$ cat config.mk
export PLATFORM = sky130hd
export DESIGN_NAME = dist3
export DESIGN_NICKNAME = d
export VERILOG_FILES = /design/src/rtl/dist3_pkg.sv /design/src/rtl/dist3_fifo.sv /design/src/rtl/dist3.sv
export SDC_FILE = /design/constraint.sdc
export NUM_CORES = 1
export LEC_CHECK = 0
export CORE_ASPECT_RATIO = 1.75
export CORE_UTILIZATION = 30
export DETAILED_ROUTE_END_ITERATION = 8
export GPL_TIMING_DRIVEN = 0
export PLACE_DENSITY = 0.52
export SLEW_MARGIN = 15
export SYNTH_ARGS = -nofsm -noshare
export SYNTH_HDL_FRONTEND = slang
export SYNTH_SLANG_ARGS = --single-unit
$ cat constraint.sdc
create_clock -name clk -period 3 [get_ports clk]
set_input_delay 0.6 -clock clk [delete_from_list [all_inputs] [get_ports clk]]
set_output_delay 0.6 -clock clk [all_outputs]
set_load 0.05 [all_outputs]
$ cat src/rtl/dist3_pkg.sv
// dist3 shared definitions: payload width and destination encodings.
// WORD_BITS may be overridden on the command line; defaults to 16.
// Optional feature macro: DIST3_BCAST_EN (dest 3 broadcasts instead of dropping).
`ifndef WORD_BITS
`define WORD_BITS 16
`endif

package dist3_pkg;

    localparam int unsigned NUM_SRC = 3;

    localparam logic [1:0] DEST_SRC0    = 2'd0;
    localparam logic [1:0] DEST_SRC1    = 2'd1;
    localparam logic [1:0] DEST_SRC2    = 2'd2;
    localparam logic [1:0] DEST_SPECIAL = 2'd3;

    // Output FIFOs addressed by a destination code; special selects all three.
    function automatic logic [NUM_SRC-1:0] destMask(input logic [1:0] dest);
        logic [NUM_SRC-1:0] mask;
        mask = '0;
        unique case (dest)
            DEST_SRC0:    mask = 3'b001;
            DEST_SRC1:    mask = 3'b010;
            DEST_SRC2:    mask = 3'b100;
            DEST_SPECIAL: mask = 3'b111;
        endcase
        return mask;
    endfunction

endpackage

$ cat src/rtl/dist3_fifo.sv
// dist3_fifo: synchronous FIFO, p_st_bits x p_depth, async active-low reset.
// Pointers carry one extra wrap bit so full and empty are distinguishable.
module dist3_fifo #(
    parameter int unsigned p_st_bits = 16,
    parameter int unsigned p_depth   = 2
) (
    input  logic                 clk,
    input  logic                 rst,
    input  logic                 push,
    input  logic [p_st_bits-1:0] pushData,
    input  logic                 pop,
    output logic                 full,
    output logic                 empty,
    output logic [p_st_bits-1:0] head
);

    localparam int unsigned AW = (p_depth > 1) ? $clog2(p_depth) : 1;

    logic [AW:0]          wrPtrQ, rdPtrQ;
    logic [p_st_bits-1:0] memQ [p_depth];
    logic                 doPush, doPop;

    // Occupancy flags, guarded push/pop and head-of-queue read.
    always_comb begin
        empty  = (wrPtrQ == rdPtrQ);
        full   = (wrPtrQ[AW] != rdPtrQ[AW]) && (wrPtrQ[AW-1:0] == rdPtrQ[AW-1:0]);
        doPush = push & ~full;
        doPop  = pop & ~empty;
        head   = memQ[rdPtrQ[AW-1:0]];
    end

    // Storage and pointers; storage cleared on reset so an empty FIFO reads 0.
    always_ff @(posedge clk or negedge rst) begin
        if (!rst) begin
            wrPtrQ <= '0;
            rdPtrQ <= '0;
            memQ   <= '{default: '0};
        end else begin
            if (doPush) begin
                memQ[wrPtrQ[AW-1:0]] <= pushData;
                wrPtrQ               <= wrPtrQ + (AW+1)'(1);
            end
            if (doPop) begin
                rdPtrQ <= rdPtrQ + (AW+1)'(1);
            end
        end
    end

endmodule

$ cat src/rtl/dist3.sv
// dist3: one inbound stream distributed to three independent output FIFOs by
// destination code. Dest 3 is dropped (counted in oDropCnt) unless the
// DIST3_BCAST_EN macro is defined, in which case it is written to all three.
`ifndef WORD_BITS
`define WORD_BITS 16
`endif

module dist3
    import dist3_pkg::*;
#(
    parameter int unsigned p_st_bits = `WORD_BITS,
    parameter int unsigned p_depth   = 2
) (
    input  logic                 clk,
    input  logic                 rst,
    input  logic [p_st_bits-1:0] iSnk0Data,
    input  logic [1:0]           iSnk0Dest,
    input  logic                 iSnk0Valid,
    output logic                 oSnk0Ready,
    output logic [p_st_bits-1:0] oSrc0Data,
    output logic                 oSrc0Valid,
    input  logic                 iSrc0Ready,
    output logic [p_st_bits-1:0] oSrc1Data,
    output logic                 oSrc1Valid,
    input  logic                 iSrc1Ready,
    output logic [p_st_bits-1:0] oSrc2Data,
    output logic                 oSrc2Valid,
    input  logic                 iSrc2Ready,
    output logic [7:0]           oDropCnt
);

    logic [NUM_SRC-1:0]   fifoFull, fifoEmpty, fifoPush, fifoPop, srcReady, mask;
    logic [p_st_bits-1:0] fifoHead [NUM_SRC];
    logic                 accept;

    // Sink ready depends only on the fullness of the addressed FIFO(s),
    // never on same-cycle pops, so there is no ready-to-ready path.
    always_comb begin
        mask     = destMask(iSnk0Dest);
        fifoPush = '0;
`ifdef DIST3_BCAST_EN
        oSnk0Ready = ~|(fifoFull & mask);
        accept     = iSnk0Valid & oSnk0Ready;
        if (accept) fifoPush = mask;
`else
        if (iSnk0Dest == DEST_SPECIAL) begin
            oSnk0Ready = 1'b1;
        end else begin
            oSnk0Ready = ~|(fifoFull & mask);
        end
        accept = iSnk0Valid & oSnk0Ready;
        if (accept && (iSnk0Dest != DEST_SPECIAL)) fifoPush = mask;
`endif
    end

    // Output handshakes: each FIFO pops on its own valid & ready.
    always_comb begin
        srcReady = {iSrc2Ready, iSrc1Ready, iSrc0Ready};
        fifoPop  = ~fifoEmpty & srcReady;
        oSrc0Valid = ~fifoEmpty[0];
        oSrc1Valid = ~fifoEmpty[1];
        oSrc2Valid = ~fifoEmpty[2];
        oSrc0Data  = fifoHead[0];
        oSrc1Data  = fifoHead[1];
        oSrc2Data  = fifoHead[2];
    end

    for (genvar n = 0; n < NUM_SRC; n++) begin : gFifo
        dist3_fifo #(
            .p_st_bits (p_st_bits),
            .p_depth   (p_depth)
        ) uFifo (
            .clk      (clk),
            .rst      (rst),
            .push     (fifoPush[n]),
            .pushData (iSnk0Data),
            .pop      (fifoPop[n]),
            .full     (fifoFull[n]),
            .empty    (fifoEmpty[n]),
            .head     (fifoHead[n])
        );
    end

`ifdef DIST3_BCAST_EN
    assign oDropCnt = '0;
`else
    logic [7:0] dropCntQ;

    // Saturating count of discarded dest-3 beats.
    always_ff @(posedge clk or negedge rst) begin
        if (!rst) begin
            dropCntQ <= '0;
        end else if (iSnk0Valid && (iSnk0Dest == DEST_SPECIAL) && (dropCntQ != '1)) begin
            dropCntQ <= dropCntQ + 8'(1);
        end
    end

    assign oDropCnt = dropCntQ;
`endif

endmodule

==> qor_table.md <==
| Group | Item | Reported |
| --- | --- | --- |
| timing | RSZ-0062 raised after global routing | no |
| global routing | Vias in the first global route | 3773 |
| global routing | Initial antenna violation count | 0 |
| placement | Final estimated routing congestion in global placement | 0.723 |
| synth | Cell count after synthesis | 358 |
| cells and area | Number of filler instances in the final layout | 1730 |
| floorplanning | Total Die Area | 0.0190 mm^2 |
| timing | Final Setup Violations | 0 |
| synth | Number of flip-flops and latches in the synthesized netlist | 116 |
| outcome | Result of the run | complete, no violations |
| synth | Average cell area after synthesis | 15.5 um^2 |
| timing | Fin Clk Skew | 0.0123 ns |
| timing | Hold_ws | 0.171 ns |
| floorplanning | I/O Pins | 84 |
| cts | Number of buffers inserted by hold repair at cts | 0 |
| global routing | Total gr overflow | 0 |
| placement | Post-Place Cells | 676 |
| floorplanning | Total core area | 0.0181 mm^2 |
| cts | Clock latency on the worst-skew pair | 0.41 ns |
| cts | Deepest clock path buffer count | 2 |
| cells and area | Final instance count without filler cells | 722 |
| cts | H-tree depth reported by CTS | 4 |
| critical path | Biggest cell delay along the critical path | 0.43 ns |
| routing | Total DRC errors in the routed layout | 0 |
| routing | Detail Route Antenna Nets | 0 |
| cells and area | Fraction of final layout cells with drive strength greater than 1 | 43.2% |
| cts | Clk Tree Root Cell | sky130_fd_sc_hd__clkbuf_16 |
| floorplanning | Vertical die dimension | 182 um |
| routing | WL final | 13.4 mm |
| routing | Drt first-iter violations | 92 |
| critical path | Category of the critical setup timing path | flip-flop to output port |
| global routing | Total routing resource utilization after global routing | 15.3% |
| routing | Total via count after detailed routing | 3300 |
| floorplanning | Floorplan row count | 65 |
| cts | Number of buffers added by the clock tree synthesis step | 17 |
| timing | Final hold violation count | 0 |
| cts | Clock slew seen by the registers of the worst setup and hold paths | 0.06 ns |
| timing | Minimum clock period | 2.90 ns |
| routing | First-pass iteration count of the detailed router | 4 |
| critical path | Kind of start point of the critical path | flip-flop |
| timing | Final Max Tran Viols | 0 |
| synth | Synth Warn # | 0 |
| synth | Largest cells by area after synthesis | sky130_fd_sc_hd__dfrtp_1, sky130_fd_sc_hd__mux2_2, sky130_fd_sc_hd__mux2_4 |
| synth | Largest area contributor in the synthesized netlist | sky130_fd_sc_hd__dfrtp_1 |
| placement | Number of I/O port buffers | 83 |
| cells and area | Nets@finish | 505 |
| synth | Synth unique cells | 33 |
| critical path | Highest net fanout along the worst path | 10 |
| cells and area | Commonest non-fill, non-tap cell in the layout | sky130_fd_sc_hd__dfrtp_1 |
| critical path | Slowest cell on the critical path | sky130_fd_sc_hd__dlygate4sd2_1 |
| timing | Top achievable clock speed | 344 MHz |
| floorplanning | Starting density of the core | 30.6% |
| synth | Share of synthesized area occupied by flip-flops and latches | 52.5% |
| placement | Total half-perimeter wirelength after legalization and detailed placement | 8.87 mm |
| global routing | Largest net degree at the start of global routing | 64 |
| timing | Normalized max-slew margin | 59.0% |
| synth | Post-synth design cell area | 0.00553 mm^2 |
| routing | Average wire per standard cell | 18.6 um |
| global routing | First-pass GRT wire length | 21.6 mm |
| cells and area | Most frequent cells in the layout | sky130_fd_sc_hd__dfrtp_1, sky130_fd_sc_hd__mux2_2, sky130_fd_sc_hd__clkdlybuf4s50_1 |
| critical path | CP required | 2.40 ns |
| flow run | Number of max-cap violations | 0 |
| cells and area | Area growth, synth to finish | 33.5% |
| min path | Path type of the worst min-delay path | primary input to asynchronous set/reset pin |
| cts | Clk sink count | 116 |
| critical path | Critical path endpoint category | output port |
| routing | Via/cell ratio | 4.57 |
| timing | Transition at the pin with the smallest max-transition slack | 0.615 ns |
| floorplanning | Die boundary width | 105 um |
| critical path | Cells traversed along the worst timing path | clkbuf_2 -> clkbuf_4 -> mux2_2 -> dlygate4sd2_1 |
| synth | Net count after synthesis | 387 |
| timing | Share of the cycle needed by the critical path after routing | 96.8% |
| cts | CTS tree | built |
| critical path | Data arrival time of the critical path | 2.30 ns |
| cells and area | Total inserted antenna cells | 0 |
| synth | Portion of synthesized cell area occupied by the leading cell type | 52.5% |
-- logic make-up (layout without fill, tap and decap cells) --
| logic type | Yosys count | count (layout) | share of synthesized area, % |
|---|---|---|---|
| AND/OR/NAND/NOR | 39 | 39 | 5.93 |
| multiplexers | 145 | 145 | 32.7 |
| AO/OA/AOI/OAI | 5 | 5 | 0.973 |
| XOR/XNOR | 28 | 28 | 4.57 |
| buffers and inverters | 20 | 150 | 2.22 |
| adder cells (fa/ha/maj) | 5 | 5 | 1.13 |
| flip-flops | 116 | 116 | 52.5 |
-- worst max-delay path, delay by kind of cell, from the launching register on --
family                 cells  cell delay [ns]
buffers and inverters      3             1.13
muxes                      1             0.40
DFF                        1             0.36
-- layer usage --
metal | vias up | global-route usage (%) | wire length [um]
met2 | 63 | 27.6 | 7310
met1 | 1719 | 17.0 | 5450
met3 | 15 | 3.27 | 339
li1 | 1503 | - | -
met4 | 0 | 6.82 | 312
met5 | - | 0 | 0
-- cells in the mapped netlist --
library cell                  n
sky130_fd_sc_hd__and3_1       1
sky130_fd_sc_hd__buf_1        1
sky130_fd_sc_hd__buf_2        1
sky130_fd_sc_hd__buf_4        2
sky130_fd_sc_hd__buf_6        5
sky130_fd_sc_hd__clkbuf_1     5
sky130_fd_sc_hd__clkbuf_2     1
sky130_fd_sc_hd__dfrtp_1    116
sky130_fd_sc_hd__ha_1         5
sky130_fd_sc_hd__inv_1        5
sky130_fd_sc_hd__mux2_1      10
sky130_fd_sc_hd__mux2_2      88
sky130_fd_sc_hd__mux2_4      47
sky130_fd_sc_hd__nand2_1     10
sky130_fd_sc_hd__nand2b_1     1
sky130_fd_sc_hd__nand3_1      5
sky130_fd_sc_hd__nand3b_1     1
sky130_fd_sc_hd__nand4_1      2
sky130_fd_sc_hd__nor2_1       5
sky130_fd_sc_hd__nor2b_1      1
sky130_fd_sc_hd__nor3_1       3
sky130_fd_sc_hd__nor3_4       2
sky130_fd_sc_hd__nor4_1       1
sky130_fd_sc_hd__nor4_4       5
sky130_fd_sc_hd__nor4b_4      2
sky130_fd_sc_hd__o2111ai_1    1
sky130_fd_sc_hd__o2111ai_2    1
sky130_fd_sc_hd__o211a_1      1
sky130_fd_sc_hd__o211ai_2     1
sky130_fd_sc_hd__o31ai_1      1
sky130_fd_sc_hd__xnor2_1     16
sky130_fd_sc_hd__xor2_1      11
sky130_fd_sc_hd__xor2_2       1
-- sequential cells by signal, summed over array words and instances, names as in the netlist --
register            flops
gFifo.uFifo.rdPtrQ      6
gFifo.uFifo.wrPtrQ      6
oDropCnt                8
gFifo.uFifo.memQ       96
-- final timing paths --
kind	end	start	slack [ns]	cells after the start
max in group asynchronous	gFifo[1].uFifo.memQ[14]	rst	2.14	2
min in group clk	gFifo[1].uFifo.memQ[26]	gFifo[1].uFifo.memQ[26]	0.48	1
worst min-delay path	gFifo[2].uFifo.memQ[2]	rst	0.17	1
worst max register to register	gFifo[2].uFifo.memQ[11]	gFifo[1].uFifo.wrPtrQ[1]	0.75	7
worst max-delay path	oSrc2Data[6]	gFifo[2].uFifo.rdPtrQ[0]	0.1	4
worst min register to register	gFifo[1].uFifo.memQ[26]	gFifo[1].uFifo.memQ[26]	0.48	1
-- cell type report --
class                   count  area [um^2]  share of cell area (%)
plain buffers              15          119                    1.61
repair buffers             99          952                    12.9
inverters                   5         18.8                   0.254
clock buffers              22          484                    6.56
clock inverters             9          103                    1.39
well taps                 234          293                    3.97
multi-input cells         222         2510                    34.0
flip-flops and latches    116         2900                    39.3
-- metrics by stage --
| step | TNS (ns) | instance area (um^2) | utilization [%] | worst slack [ns] |
|---|---|---|---|---|
| after global routing | 0 | 7380 | 40.9 | 0.00665 |
| after floorplan | 0 | 5530 | - | 0.0287 |
| after global placement | -409.81 | 6660 | 36.9 | -3.12 |
| after detailed placement | -53.62 | 6680 | 37.0 | -0.799 |
| final | 0 | 7380 | 40.9 | 0.0961 |
| after CTS | 0 | 7380 | 40.9 | 0.00568 |
-- timing repair --
action                     CTS  global route
buffers inserted            15             0
setup endpoints to repair  114             1
pin swaps                    9             0
resized for setup           39             3
Power is left out: the tool's default activity adds up to more than one toggle a clock period on the data nets, which glitch-free logic cannot reach.
